File: src/rtl/mq2_pkg.sv
// mq2_pkg: shared definitions for the MQ-2 gas alarm controller.
//   - state_e            : controller FSM state encoding
//   - DEF_*              : default timing parameters (in clk cycles)
//   - cnt_width()        : counter width helper, never narrower than 1 bit
package mq2_pkg;

    typedef enum logic [2:0] {
        ST_IDLE    = 3'd0,
        ST_WARMUP  = 3'd1,
        ST_MONITOR = 3'd2,
        ST_ALARM   = 3'd3,
        ST_CLEARED = 3'd4
    } state_e;

    localparam int unsigned DEF_WARMUP_CYCLES   = 50_000_000;
    localparam int unsigned DEF_DEBOUNCE_CYCLES = 500_000;
    localparam int unsigned DEF_BEEP_HALF       = 12_500_000;

    // A counter that runs 0..n-1 needs $clog2(n) bits; keep at least one bit
    // so a parameter of 1 still yields a legal vector.
    function automatic int unsigned cnt_width(input int unsigned n);
        return (n > 1) ? $clog2(n) : 1;
    endfunction

endpackage

File: src/rtl/mq2_debounce.sv
// mq2_debounce: synchronizes the active-low MQ-2 comparator output and
// debounces the resulting gas-present level.
// Ports:
//   clk  - system clock
//   rst  - synchronous active-high reset (synchronizer flops go to 1 = no gas)
//   din  - raw asynchronous comparator output, active-low
//   dout - debounced gas-present level, active-high
module mq2_debounce
    import mq2_pkg::*;
#(
    parameter int unsigned DEBOUNCE_CYCLES = DEF_DEBOUNCE_CYCLES
) (
    input  logic clk,
    input  logic rst,
    input  logic din,
    output logic dout
);

    localparam int unsigned CNT_W = cnt_width(DEBOUNCE_CYCLES);

    logic             sync1_q;
    logic             sync2_q;
    logic             gas_raw_q;
    logic             stable_q;
    logic [CNT_W-1:0] cnt_q;

    // gas_raw is registered after the two synchronizer flops; together with
    // the FSM register this gives a fixed DEBOUNCE_CYCLES+3 input-to-alarm
    // latency.  The counter only runs while gas_raw disagrees with the
    // accepted level, and flips that level on the DEBOUNCE_CYCLES-th
    // consecutive disagreeing cycle, so it never exceeds DEBOUNCE_CYCLES-1.
    always_ff @(posedge clk) begin
        if (rst) begin
            sync1_q   <= 1'b1;
            sync2_q   <= 1'b1;
            gas_raw_q <= 1'b0;
            stable_q  <= 1'b0;
            cnt_q     <= '0;
        end else begin
            sync1_q   <= din;
            sync2_q   <= sync1_q;
            gas_raw_q <= ~sync2_q;
            if (gas_raw_q != stable_q) begin
                if (cnt_q == CNT_W'(DEBOUNCE_CYCLES - 1)) begin
                    stable_q <= gas_raw_q;
                    cnt_q    <= '0;
                end else begin
                    cnt_q <= cnt_q + CNT_W'(1);
                end
            end else begin
                cnt_q <= '0;
            end
        end
    end

    assign dout = stable_q;

endmodule

File: src/rtl/mq2_alarm_ctrl.sv
// mq2_alarm_ctrl: MQ-2 gas sensor alarm controller.
// Sequences sensor warm-up, monitors the debounced gas level, drives an
// alarm LED and a pulsing buzzer, and counts alarm entries.
// Ports:
//   clk       - system clock
//   rst       - synchronous active-high reset
//   enable    - 1 = armed, 0 = forced idle
//   da_in     - MQ-2 comparator output, asynchronous, active-low
//   ack       - operator acknowledge (level)
//   t_led     - alarm indicator LED
//   buzzer    - audible alarm drive
//   ready     - warm-up complete, monitoring active
//   alarm     - debounced gas present while armed
//   alarm_cnt - saturating count of alarm entries
module mq2_alarm_ctrl
    import mq2_pkg::*;
#(
    parameter int unsigned WARMUP_CYCLES   = DEF_WARMUP_CYCLES,
    parameter int unsigned DEBOUNCE_CYCLES = DEF_DEBOUNCE_CYCLES,
    parameter int unsigned BEEP_HALF       = DEF_BEEP_HALF
) (
    input  logic       clk,
    input  logic       rst,
    input  logic       enable,
    input  logic       da_in,
    input  logic       ack,
    output logic       t_led,
    output logic       buzzer,
    output logic       ready,
    output logic       alarm,
    output logic [7:0] alarm_cnt
);

    localparam int unsigned WARM_W = cnt_width(WARMUP_CYCLES);
    localparam int unsigned BEEP_W = cnt_width(BEEP_HALF);

    state_e            state_q,    state_d;
    logic [WARM_W-1:0] warm_cnt_q, warm_cnt_d;
    logic [BEEP_W-1:0] beep_cnt_q, beep_cnt_d;
    logic              buzz_q,     buzz_d;
    logic              silence_q,  silence_d;
    logic [7:0]        alarm_cnt_q, alarm_cnt_d;
    logic              gas_stable;
    logic              deb_rst;
    logic              enter_alarm;

    // Dropping enable also flushes the debouncer so re-arming starts clean.
    assign deb_rst = rst | ~enable;

    mq2_debounce #(
        .DEBOUNCE_CYCLES(DEBOUNCE_CYCLES)
    ) u_deb (
        .clk (clk),
        .rst (deb_rst),
        .din (da_in),
        .dout(gas_stable)
    );

    always_ff @(posedge clk) begin
        if (rst) begin
            state_q     <= ST_IDLE;
            warm_cnt_q  <= '0;
            beep_cnt_q  <= '0;
            buzz_q      <= 1'b0;
            silence_q   <= 1'b0;
            alarm_cnt_q <= '0;
        end else begin
            state_q     <= state_d;
            warm_cnt_q  <= warm_cnt_d;
            beep_cnt_q  <= beep_cnt_d;
            buzz_q      <= buzz_d;
            silence_q   <= silence_d;
            alarm_cnt_q <= alarm_cnt_d;
        end
    end

    always_comb begin
        state_d     = state_q;
        warm_cnt_d  = warm_cnt_q;
        beep_cnt_d  = beep_cnt_q;
        buzz_d      = buzz_q;
        silence_d   = silence_q;
        alarm_cnt_d = alarm_cnt_q;
        enter_alarm = 1'b0;
        t_led       = 1'b0;
        buzzer      = 1'b0;
        ready       = 1'b0;
        alarm       = 1'b0;

        unique case (state_q)
            ST_IDLE: begin
                if (enable) begin
                    state_d    = ST_WARMUP;
                    warm_cnt_d = '0;
                end
            end
            ST_WARMUP: begin
                if (warm_cnt_q == WARM_W'(WARMUP_CYCLES - 1)) begin
                    state_d = ST_MONITOR;
                end else begin
                    warm_cnt_d = warm_cnt_q + WARM_W'(1);
                end
            end
            ST_MONITOR: begin
                ready = 1'b1;
                if (gas_stable) begin
                    enter_alarm = 1'b1;
                end
            end
            ST_ALARM: begin
                ready  = 1'b1;
                alarm  = 1'b1;
                t_led  = 1'b1;
                buzzer = buzz_q & ~silence_q;
                if (ack) begin
                    silence_d = 1'b1;
                end
                if (beep_cnt_q == BEEP_W'(BEEP_HALF - 1)) begin
                    beep_cnt_d = '0;
                    buzz_d     = ~buzz_q;
                end else begin
                    beep_cnt_d = beep_cnt_q + BEEP_W'(1);
                end
                if (!gas_stable) begin
                    state_d    = ST_CLEARED;
                    silence_d  = 1'b0;
                    beep_cnt_d = '0;
                    buzz_d     = 1'b0;
                end
            end
            ST_CLEARED: begin
                ready = 1'b1;
                t_led = 1'b1;
                // Fresh gas outranks a simultaneous acknowledge.
                if (gas_stable) begin
                    enter_alarm = 1'b1;
                end else if (ack) begin
                    state_d = ST_MONITOR;
                end
            end
            default: begin
                state_d = ST_IDLE;
            end
        endcase

        // Every ALARM entry restarts the beep pattern with the buzzer on.
        if (enter_alarm) begin
            state_d    = ST_ALARM;
            buzz_d     = 1'b1;
            beep_cnt_d = '0;
            silence_d  = 1'b0;
            if (alarm_cnt_q != 8'hFF) begin
                alarm_cnt_d = alarm_cnt_q + 8'd1;
            end
        end

        if (!enable) begin
            state_d    = ST_IDLE;
            warm_cnt_d = '0;
            beep_cnt_d = '0;
            buzz_d     = 1'b0;
            silence_d  = 1'b0;
        end
    end

    assign alarm_cnt = alarm_cnt_q;

endmodule

File: config.mk
export PLATFORM = sky130hd
export DESIGN_NAME = mq2_alarm_ctrl
export DESIGN_NICKNAME = d
export VERILOG_FILES = /design/src/rtl/mq2_pkg.sv /design/src/rtl/mq2_debounce.sv /design/src/rtl/mq2_alarm_ctrl.sv
export SDC_FILE = /design/constraint.sdc
export NUM_CORES = 1
export LEC_CHECK = 0
export BUFFER_PORTS_ARGS = -buffer_cell sky130_fd_sc_hd__clkbuf_2
export CORE_ASPECT_RATIO = 0.75
export CORE_MARGIN = 3
export CORE_UTILIZATION = 33
export DETAILED_ROUTE_END_ITERATION = 7
export MAX_ROUTING_LAYER = met4
export PLACE_DENSITY = 0.58
export SYNTH_ARGS = -nofsm -noshare
export SYNTH_HDL_FRONTEND = slang
export SYNTH_HIERARCHICAL = 1
export SYNTH_SLANG_ARGS = --single-unit
File: constraint.sdc
create_clock -name clk -period 2 [get_ports clk]
set_input_delay 0.2 -clock clk [delete_from_list [all_inputs] [get_ports clk]]
set_output_delay 0.2 -clock clk [all_outputs]
set_load 0.1 [all_outputs]
==> results of run 1 <==
-- synth_stat cells (5+ instances only) --
master	number	share of area (%)
nand2_1	34	3.0
inv_1	16	1.4
dfxtp_1	86	40
nor4_1	7	1.0
nand3_1	32	3.7
o21ai_0	22	2.5
a21oi_1	24	2.8
and3_1	13	1.9
nor2_1	70	6.1
xor2_1	13	2.6
nor3_1	19	2.2
or3_1	14	2.0
xnor2_1	35	7.1
mux2i_1	5	1.2
buf_2	13	1.5
nand4_1	25	3.6
and4_1	8	1.6
-- repair_timing --
item,CTS,global route
hold endpoints to repair,0,0
setup buffers,0,1
setup endpoints to repair,0,1
resized for setup,0,1
-- through the flow --
stage / TNS, ps / util [%] / worst slack (ps)
finish: 0 / 40.2 / 122
floorplan: -152 / - / -118
global route: 0 / 40.2 / 4.71
CTS: 0 / 40.1 / 52.6
global placement: 0 / 37.7 / 187
detailed placement: 0 / 37.7 / 147
-- final timing paths --
kind	startpoint	slack, ps	endpoint
min reg2reg	u_deb/sync2_q	400	u_deb/gas_raw_q
max reg2reg	warm_cnt_q[0]	120	warm_cnt_q[13]
min	da_in	60	u_deb/sync1_q
max	warm_cnt_q[0]	120	warm_cnt_q[13]
-- cell type report --
type / instances / area [um^2] / area share [%]
Clock buffer: 9 / 225 / 4.47
Clock inverter: 7 / 78.8 / 1.56
Inverter: 16 / 60.1 / 1.19
Multi-Input combinational cell: 390 / 2440 / 48.5
Sequential cell: 86 / 1730 / 34.3
Tap cell: 166 / 208 / 4.12
Timing Repair Buffer: 38 / 293 / 5.81
-- where the power goes --
group / leakage, nW / internal [W] / total [W] / switching (W)
registers: 0.696 / 0.00171 / 0.00172 / 0.00000281
logic: 0.787 / 0.0000160 / 0.0000469 / 0.0000309
clock network: 0.151 / 0.000983 / 0.00171 / 0.000730
-- kinds of logic after synthesis --
group	Yosys count	synth area share, %
XOR/XNOR	48	9.72
AND/OR/NAND/NOR	266	34.9
multiplexers	5	1.16
AO/OA/AOI/OAI	67	9.23
buffers and inverters	37	4.02
adder cells (fa/ha/maj)	4	1.16
flip-flops	86	39.8
-- metal layers --
layer	GRT usage, %	vias up	wire [um]
met4	3.39	0	85
met2	19.4	54	3920
met3	3.71	9	376
met1	19.5	1726	4980
met5	-	-	0
li1	-	1898	-
-- state kept, by name, summed over array words and instances (netlist names) --
register and cells:
beep_cnt_q 24, warm_cnt_q 26, u_deb/gas_raw_q 1, silence_q 1, buzz_q 1, u_deb/dout 1
alarm_cnt 8, u_deb/sync1_q 1, u_deb/cnt_q 19, u_deb/sync2_q 1, state_q 3
-- worst max-delay path, stage by stage (launching register included) --
cell and delay [ps]:
dfxtp_1 310, ha_1 230, and4_4 220, nand4_2 120
nor3_4 60, buf_4 190, or4_1 500, a21oi_1 160
==> summary.txt, run 1 <==
Clock network
  – CTS Buf Count: 9
  – CTS root buffer: clkbuf_16
  – CTS tree: built
  – Worst skew pair latency: 340 ps
  – Sinks on Clock Net: 86
  – H-Tree Depth: 3
  – CTS Buffer Depth: 2
  – Hold Buf Count CTS: 0
  – Clock-pin slew on the worst setup and hold paths: 70 ps

Floorplanning
  – # rows: 35
  – Die extent in y: 105 um
  – Die Area: 14500 um^2
  – Starting Density: 34.5%
  – Die width: 138 um
  – Placeable Area: around 13000 um^2
  – # IOs: 17

STA
  – Slew @ Worst Pin: about 550 ps
  – Hold Violations, Final: 0
  – Final Cycle Share: 93.9%
  – Clock Skew: 9.27 ps
  – Max_slew headroom: a little under two thirds
  – Final Hold Slack: 60.6 ps
  – Max Clk Rate: 533 MHz
  – Slew Limit Fails: 0
  – Final Critical Period: 1880 ps
  – RSZ-0062 raised after global routing: false
  – Final setup viols: 0

Drt
  – Vias per inst: around 5.2
  – 1st-pass router iterations: 4
  – Vias: between 3000 and 4000
  – Antenna-violating nets left: 0
  – DRC violations left: 0
  – Final Routed Wirelength: 9360 um
  – Starting DRT DRC Count: 289
  – Wirelength per Cell: 13.1 um

Setup path
  – Startpoint Class: flip-flop
  – CP Class: reg2reg
  – CP Data Arrival Time: 2150 ps
  – Cells on worst reg2reg path: 7
  – Crit path max fanout: 16
  – Setup crit end kind: flip-flop
  – WP data required: 2270 ps

Synth
  – Post-synth EDFFs: 0
  – Cells after Synth: 513
  – Fraction of registers with async set/reset: 0%
  – Synth Register Bits: 86
  – Syn_nets: roughly 520
  – Post-synth cell types: 60
  – Sequential element share of the synthesized area: 39.8%
  – Synth Area per Inst: 8.43 um^2
  – Netlist Area Pre-Place: 4320 um^2
  – Most used DFF post-synth: dfxtp_1
  – Syn. warnings: 6

Final layout
  – Fill cell count: 1279
  – Fin cells: 712
  – Final instance area: 5040 um^2
  – Share of cells above drive strength 1: 15.8%
  – Diode count: 0
  – Most common cell after layout, fill and taps aside: dfxtp_1
  – Net count reported at finish: 550
  – Most frequent cells in the layout: dfxtp_1 (80), nor2_1 (70), xnor2_1 (35)
  – Area Growth Syn to Fin: 16.5%

Placed design
  – Cells after DPL: slightly below 700
  – IO Port Bufs: 16
  – Area post-placement: approximately 4700 um^2
  – Placed wire-length estimate: ~6800 um
  – Global placer's final weighted congestion: 0.832

Min path
  – Min-delay worst type: in2reg
  – Hold Path Cell Cnt: 2

Power
  – Leak: between 1.5 and 2 nW
  – Total power: ~0.0035 W
  – Power density cells: 690 nW/um^2
  – Max VDD drop: 0.376 mV

Flow run
  – MaxCap Viol Count: 0

GRT
  – First-pass GRT wire length: about 16000 um
  – Gr usage total: a little over an eighth
  – GRT overflow: 0
  – Largest net degree at the start of global routing: 23
  – Number of global-route vias before repair: 3389
  – Antenna violations before repair: 0

Status
  – Outcome: finished, final reports clean
Note: power is estimated with default switching activity, not from simulation.
==> run 2: changes to the inputs <==
--- a/config.mk
+++ b/config.mk
@@ -12,6 +12,7 @@
 export DETAILED_ROUTE_END_ITERATION = 7
 export MAX_ROUTING_LAYER = met4
 export PLACE_DENSITY = 0.58
+export REMOVE_ABC_BUFFERS = 1
 export SYNTH_ARGS = -nofsm -noshare
 export SYNTH_HDL_FRONTEND = slang
 export SYNTH_HIERARCHICAL = 1
==> run 2 against run 1 <==
Non-clock buffer count increased by 1. Register-to-register slack improved by 20 ps. Wire length increased by 0.45%. Cell area is 0.27% lower. Final cell count grew 0.14%. Power shrank 0.87%. Critical path type is now reg2out. Largest power group unchanged.
==> summary.txt, run 2 (synthesized netlist as in run 1, its figures left out) <==
Status
  – Outcome: finished, final reports clean

GRT
  – Antenna violations before repair: 0 (unchanged)
  – Gr usage total: 14.1% (+0.38 points)
  – GRT overflow: 0 (unchanged)
  – First-pass GRT wire length: 16900 um (+3.1%)
  – Largest net degree at the start of global routing: 23 (unchanged)
  – Number of global-route vias before repair: 3519 (+3.8%)

Final layout
  – Fin cells: 713 (+0.14%)
  – Most frequent cells in the layout: dfxtp_1 (86), nor2_1 (70), xnor2_1 (35)
  – Net count reported at finish: 551 (+0.18%)
  – Largest regs: warm_cnt_q x26, beep_cnt_q x24, u_deb/cnt_q x19
  – Share of cells above drive strength 1: 14.4% (-1.3 points)
  – Max FFs per register: 26 (unchanged)
  – Area Growth Syn to Fin: 16.2%
  – Multi-input logic area: 2430 um^2 (-0.41%)
  – Most common cell after layout, fill and taps aside: dfxtp_1
  – Core Util, Final: 40.1% (-0.11 points)
  – Fill cell count: 1262 (-1.3%)
  – Reg with most FFs: warm_cnt_q
  – Diode count: 0 (unchanged)
  – Register area: 1720 um^2 (-0.43%)

Flow run
  – MaxCap Viol Count: 0 (unchanged)

Drt
  – Starting DRT DRC Count: 211 (-27%)
  – Vias: 3703 (+0.43%)
  – DRC violations left: 0 (unchanged)
  – Antenna-violating nets left: 0 (unchanged)
  – Vias per inst: 5.19 (+0.29%)
  – Wirelength per Cell: 13.2 um (+0.31%)
  – 1st-pass router iterations: 4 (unchanged)
  – Final Routed Wirelength: 9400 um (+0.45%)

Floorplanning
  – # rows: 35 (unchanged)
  – Starting Density: 34.5% (unchanged)
  – # IOs: 17 (unchanged)
  – Die extent in y: 105 um (unchanged)
  – Die width: 138 um (unchanged)
  – Die Area: 14500 um^2 (unchanged)
  – Placeable Area: 12500 um^2 (unchanged)

Clock network
  – CTS tree: built
  – CTS root buffer: clkbuf_16
  – Worst skew pair latency: 330 ps (about the same)
  – Sinks on Clock Net: 86 (unchanged)
  – CTS Buffer Depth: 2 (unchanged)
  – Post-CTS resize count: 1 (+1)
  – Clock-pin slew on the worst setup and hold paths: 70 ps (about the same)
  – Post-CTS Setup Inserts: 0 (unchanged)
  – CTS Buf Count: 9 (unchanged)
  – H-Tree Depth: 3 (unchanged)
  – Hold Buf Count CTS: 0 (unchanged)

Setup path
  – CP Data Arrival Time: 1690 ps (-460 ps)
  – Crit path max fanout: 19 (+3)
  – Setup crit end kind: output port
  – R2r startpoint: warm_cnt_q[0]
  – Worst Setup SP: state_q[2]
  – CP Class: reg2out
  – Cells on worst reg2reg path: 7 (unchanged)
  – WP data required: 1800 ps (-470 ps)
  – Startpoint Class: flip-flop

STA
  – Max Clk Rate: 529 MHz (-0.67%)
  – Slew @ Worst Pin: 550 ps (+3.93 ps)
  – Slew Limit Fails: 0 (unchanged)
  – Final Critical Period: 1890 ps (+12.8 ps)
  – Setup TNS: 0 ps (unchanged)
  – Clock Skew: 8.61 ps (-0.658 ps)
  – Hold Violations, Final: 0 (unchanged)
  – RSZ-0062 raised after global routing: false
  – Max_slew headroom: 63.5% (-0.26 points)
  – Final Cycle Share: 94.5% (+0.64 points)
  – Final setup viols: 0 (unchanged)

Power
  – Max VDD drop: 0.382 mV (+1.7%)
  – Power density cells: 686 nW/um^2 (-0.59%)
  – Leak: 1.62 nW (-0.73%)

Placed design
  – Placed wire-length estimate: 6830 um (+0.98%)
  – IO Port Bufs: 16 (unchanged)
  – Cells after DPL: 697 (+0.29%)
  – Global placer's final weighted congestion: 0.812 (-2.4%)

Min path
  – Hold Path Cell Cnt: 2 (unchanged)
  – Hold path startpoint: da_in
  – Min-delay worst type: in2reg
-- run 2: changes by cell type in the layout (fill, tap and decap cells not counted), sizes merged --
cell / before / now
clkinv: 3 / 2
buf: 26 / 27
clkinvlp: 0 / 2
clkbuf: 21 / 22
inv: 19 / 17
-- run 2: where the power goes --
part	leakage [nW]	internal, W	switching [W]
clock	0.139	0.000977	0.000704
combinational	0.789	0.0000173	0.0000314
sequential	0.693	0.00171	0.00000273
total	1.62	0.00271	0.000739
-- run 2: worst paths after layout --
path	end	slack (ps)
worst max-delay path	buzzer	110
worst min-delay path	u_deb/sync1_q	50
worst max register to register	warm_cnt_q[13]	140
worst min register to register	u_deb/gas_raw_q	380
-- run 2: layout make-up --
class | instances | area share [%]
well taps | 166 | 4.13
multi-input cells | 390 | 48.4
clock inverters | 6 | 1.42
inverters | 16 | 1.20
repair buffers | 39 | 5.98
flip-flops and latches | 86 | 34.3
clock buffers | 10 | 4.56
-- run 2: per-stage QoR --
stage | instance area, um^2 | worst slack [ps] | hold slack [ps] | power, W
after floorplan | 4210 | -1460 | 269 | 0.00178
after CTS | 5020 | 89.1 | 37.9 | 0.00351
after global routing | 5020 | 10.1 | 51.0 | 0.00359
after global placement | 4720 | 182 | 370 | 0.00181
final | 5020 | 110 | 53.7 | 0.00345
after detailed placement | 4720 | 141 | 372 | 0.00181
-- run 2: layer usage --
layer  GRT usage [%]  share of wire [%]  vias to the layer above
met5               -                  0                        -
met4            3.95               0.85                        0
met3            3.66                2.6                        6
met2            21.3                 45                       59
met1            18.7                 51                     1748
li1                -                  -                     1890
-- run 2: critical path, cell delays in order, from the launching register on --
cell and delay, ps:
dfxtp_1 410, nand3b_1 220, buf_4 220, nor3b_2 290, buf_12 210
==> run 3: changes to the inputs <==
--- a/config.mk
+++ b/config.mk
@@ -11,7 +11,7 @@
 export CORE_UTILIZATION = 33
 export DETAILED_ROUTE_END_ITERATION = 7
 export MAX_ROUTING_LAYER = met4
-export PLACE_DENSITY = 0.58
+export PLACE_DENSITY = 0.46
 export REMOVE_ABC_BUFFERS = 1
 export SYNTH_ARGS = -nofsm -noshare
 export SYNTH_HDL_FRONTEND = slang
==> run 3 against run 2 <==
Wire length is 6.8% higher. Register-to-register slack hardly changed. Sequential share of layout area is 0.14 points lower. Core utilization is 0.22 points higher. Power is 0.64% higher. Combinational power is 6.6% higher. Maximum frequency is 2.3% higher. Sequential cell count stayed put. Critical path depth is 2 higher. Non-clock buffer count is 1 lower. Clock skew is 1.6 ps higher. Largest cell class unchanged. Highest routed layer unchanged.
==> summary.txt, run 3 (synthesized netlist as in run 1, its figures left out) <==
STA
  – Clock Skew: 10.2 ps (+1.61 ps)
  – Final WS setup: 153 ps (+43.2 ps)
  – Hold Violations, Final: 0 (unchanged)
  – Final setup viols: 0 (unchanged)
  – Max_slew headroom: 63.6% (+0.092 points)
  – Final Cycle Share: 92.4% (-2.2 points)
  – Final Critical Period: 1850 ps (-43.2 ps)
  – RSZ-0062 raised after global routing: false
  – Slew @ Worst Pin: 548 ps (-1.39 ps)
  – Max Clk Rate: 541 MHz (+2.3%)
  – Slew Limit Fails: 0 (unchanged)

Drt
  – 1st-pass router iterations: 5 (+1)
  – Vias per inst: 5.13 (-1.3%)
  – Antenna-violating nets left: 0 (unchanged)
  – Wirelength per Cell: 14.1 um (+6.9%)
  – DRC violations left: 0 (unchanged)
  – Starting DRT DRC Count: 242 (+15%)
  – Vias: 3649 (-1.5%)
  – Final Routed Wirelength: 10000 um (+6.8%)

Final layout
  – Diode count: 0 (unchanged)
  – Largest regs: warm_cnt_q x26, beep_cnt_q x24, u_deb/cnt_q x19
  – Most frequent cells in the layout: dfxtp_1 (84), nor2_1 (70), xnor2_1 (35)
  – Fill cell count: 1279 (+1.3%)
  – Most common cell after layout, fill and taps aside: dfxtp_1
  – Share of cells above drive strength 1: 14.7% (+0.21 points)
  – Fin cells: 712 (-0.14%)
  – Max FFs per register: 26 (unchanged)
  – Area Growth Syn to Fin: 16.8%
  – Net count reported at finish: 550 (-0.18%)
  – Reg with most FFs: warm_cnt_q

Setup path
  – CP Buf/Inv Count: 0 (-2)
  – Crit path max fanout: 9 (-10)
  – CP Data Arrival Time: 2110 ps (+420 ps)
  – CP Class: reg2reg
  – WP data required: 2260 ps (+460 ps)
  – Worst path most repeated cell: or3_1
  – Crit-path leading delay family: simple AND/OR/NAND/NOR gates
  – Startpoint Class: flip-flop
  – Setup crit end kind: flip-flop
  – CP Cell Sequence: ha_1 -> and4_4 -> nand3_4 -> or3_1 -> or3_1 -> a21oi_1
  – R2r setup slk: 150 ps (about the same)
  – CP max stage cell: or3_1
  – Crit path largest cell delay: 350 ps (-60 ps)

Floorplanning
  – # IOs: 17 (unchanged)
  – Die Area: 14500 um^2 (unchanged)
  – Starting Density: 34.5% (unchanged)
  – Die width: 138 um (unchanged)
  – Die extent in y: 105 um (unchanged)
  – # rows: 35 (unchanged)
  – Placeable Area: 12500 um^2 (unchanged)

Clock network
  – Worst skew pair latency: 340 ps (about the same)
  – Clock-pin slew on the worst setup and hold paths: 60 ps (about the same)
  – Sinks on Clock Net: 86 (unchanged)
  – H-Tree Depth: 3 (unchanged)
  – CTS Buf Count: 9 (unchanged)
  – CTS tree: built
  – CTS root buffer: clkbuf_16
  – Hold Buf Count CTS: 0 (unchanged)
  – CTS Buffer Depth: 2 (unchanged)

Power
  – Power density cells: 687 nW/um^2 (about the same)
  – Max VDD drop: 0.369 mV (-3.4%)
  – Leak: 1.63 nW (+0.26%)

Placed design
  – Global placer's final weighted congestion: 0.802 (-1.3%)
  – IO Port Bufs: 16 (unchanged)
  – Place WS: 159 ps (+18.2 ps)
  – Placed wire-length estimate: 7190 um (+5.3%)
  – Cells after DPL: 695 (-0.29%)

GRT
  – Number of global-route vias before repair: 3452 (-1.9%)
  – Gr usage total: 14.8% (+0.73 points)
  – GRT overflow: 0 (unchanged)
  – Largest net degree at the start of global routing: 23 (unchanged)
  – Antenna violations before repair: 0 (unchanged)
  – First-pass GRT wire length: 17300 um (+2.4%)

Status
  – Outcome: finished, final reports clean

Flow run
  – MaxCap Viol Count: 0 (unchanged)

Min path
  – Min-delay worst type: in2reg
[run 3: worst paths after layout]
path | depth (start not counted) | from | end
hold / removal | 2 | da_in | u_deb/sync1_q
setup / recovery | 6 | warm_cnt_q[1] | warm_cnt_q[14]
setup reg to reg | 6 | warm_cnt_q[1] | warm_cnt_q[14]
hold reg to reg | 1 | u_deb/sync2_q | u_deb/gas_raw_q
[run 3: layout make-up]
cell class	instances	area, um^2	area share, %
Clock buffer	11	243	4.81
Clock inverter	5	58.8	1.16
Tap cell	166	208	4.11
Timing Repair Buffer	38	318	6.29
Inverter	16	60.1	1.19
Sequential cell	86	1720	34.1
Multi-Input combinational cell	390	2440	48.3
[run 3: power breakdown]
group | internal, W | switching (W)
Combinational | 0.0000185 | 0.0000334
Sequential | 0.00171 | 0.00000251
Clock | 0.00100 | 0.000698
[run 3: timing repair]
action,in CTS,in global routing
setup buffers,0,1
hold endpoints to repair,0,0
setup endpoints to repair,1,2
resized for setup,2,2
pin swaps,0,0
[run 3: worst register-to-register path: stages, from the launching register on]
cell and delay, ps:
dfxtp_1 330, ha_1 220, and4_4 280, nand3_4 140, or3_1 360, or3_1 310
a21oi_1 150
[run 3: through the flow]
step | instance area (um^2) | setup TNS [ps] | hold WS (ps) | utilization (%) | total power, W
finish | 5050 | 0 | 51.4 | 40.3 | 0.00347
global route | 5050 | 0 | 50.5 | 40.3 | 0.00363
CTS | 5040 | 0 | 39.0 | 40.2 | 0.00353
detailed placement | 4730 | 0 | 371 | 37.8 | 0.00181
global placement | 4730 | 0 | 370 | 37.8 | 0.00181
floorplan | 4210 | -14870 | 269 | - | 0.00178
[run 3: layer usage]
metal | global-route usage [%] | up-vias | routed length [um]
li1 | - | 1892 | -
met1 | 20.6 | 1704 | 5290
met2 | 21.2 | 43 | 4310
met3 | 3.93 | 10 | 336
met4 | 4.09 | 0 | 103
met5 | - | - | 0
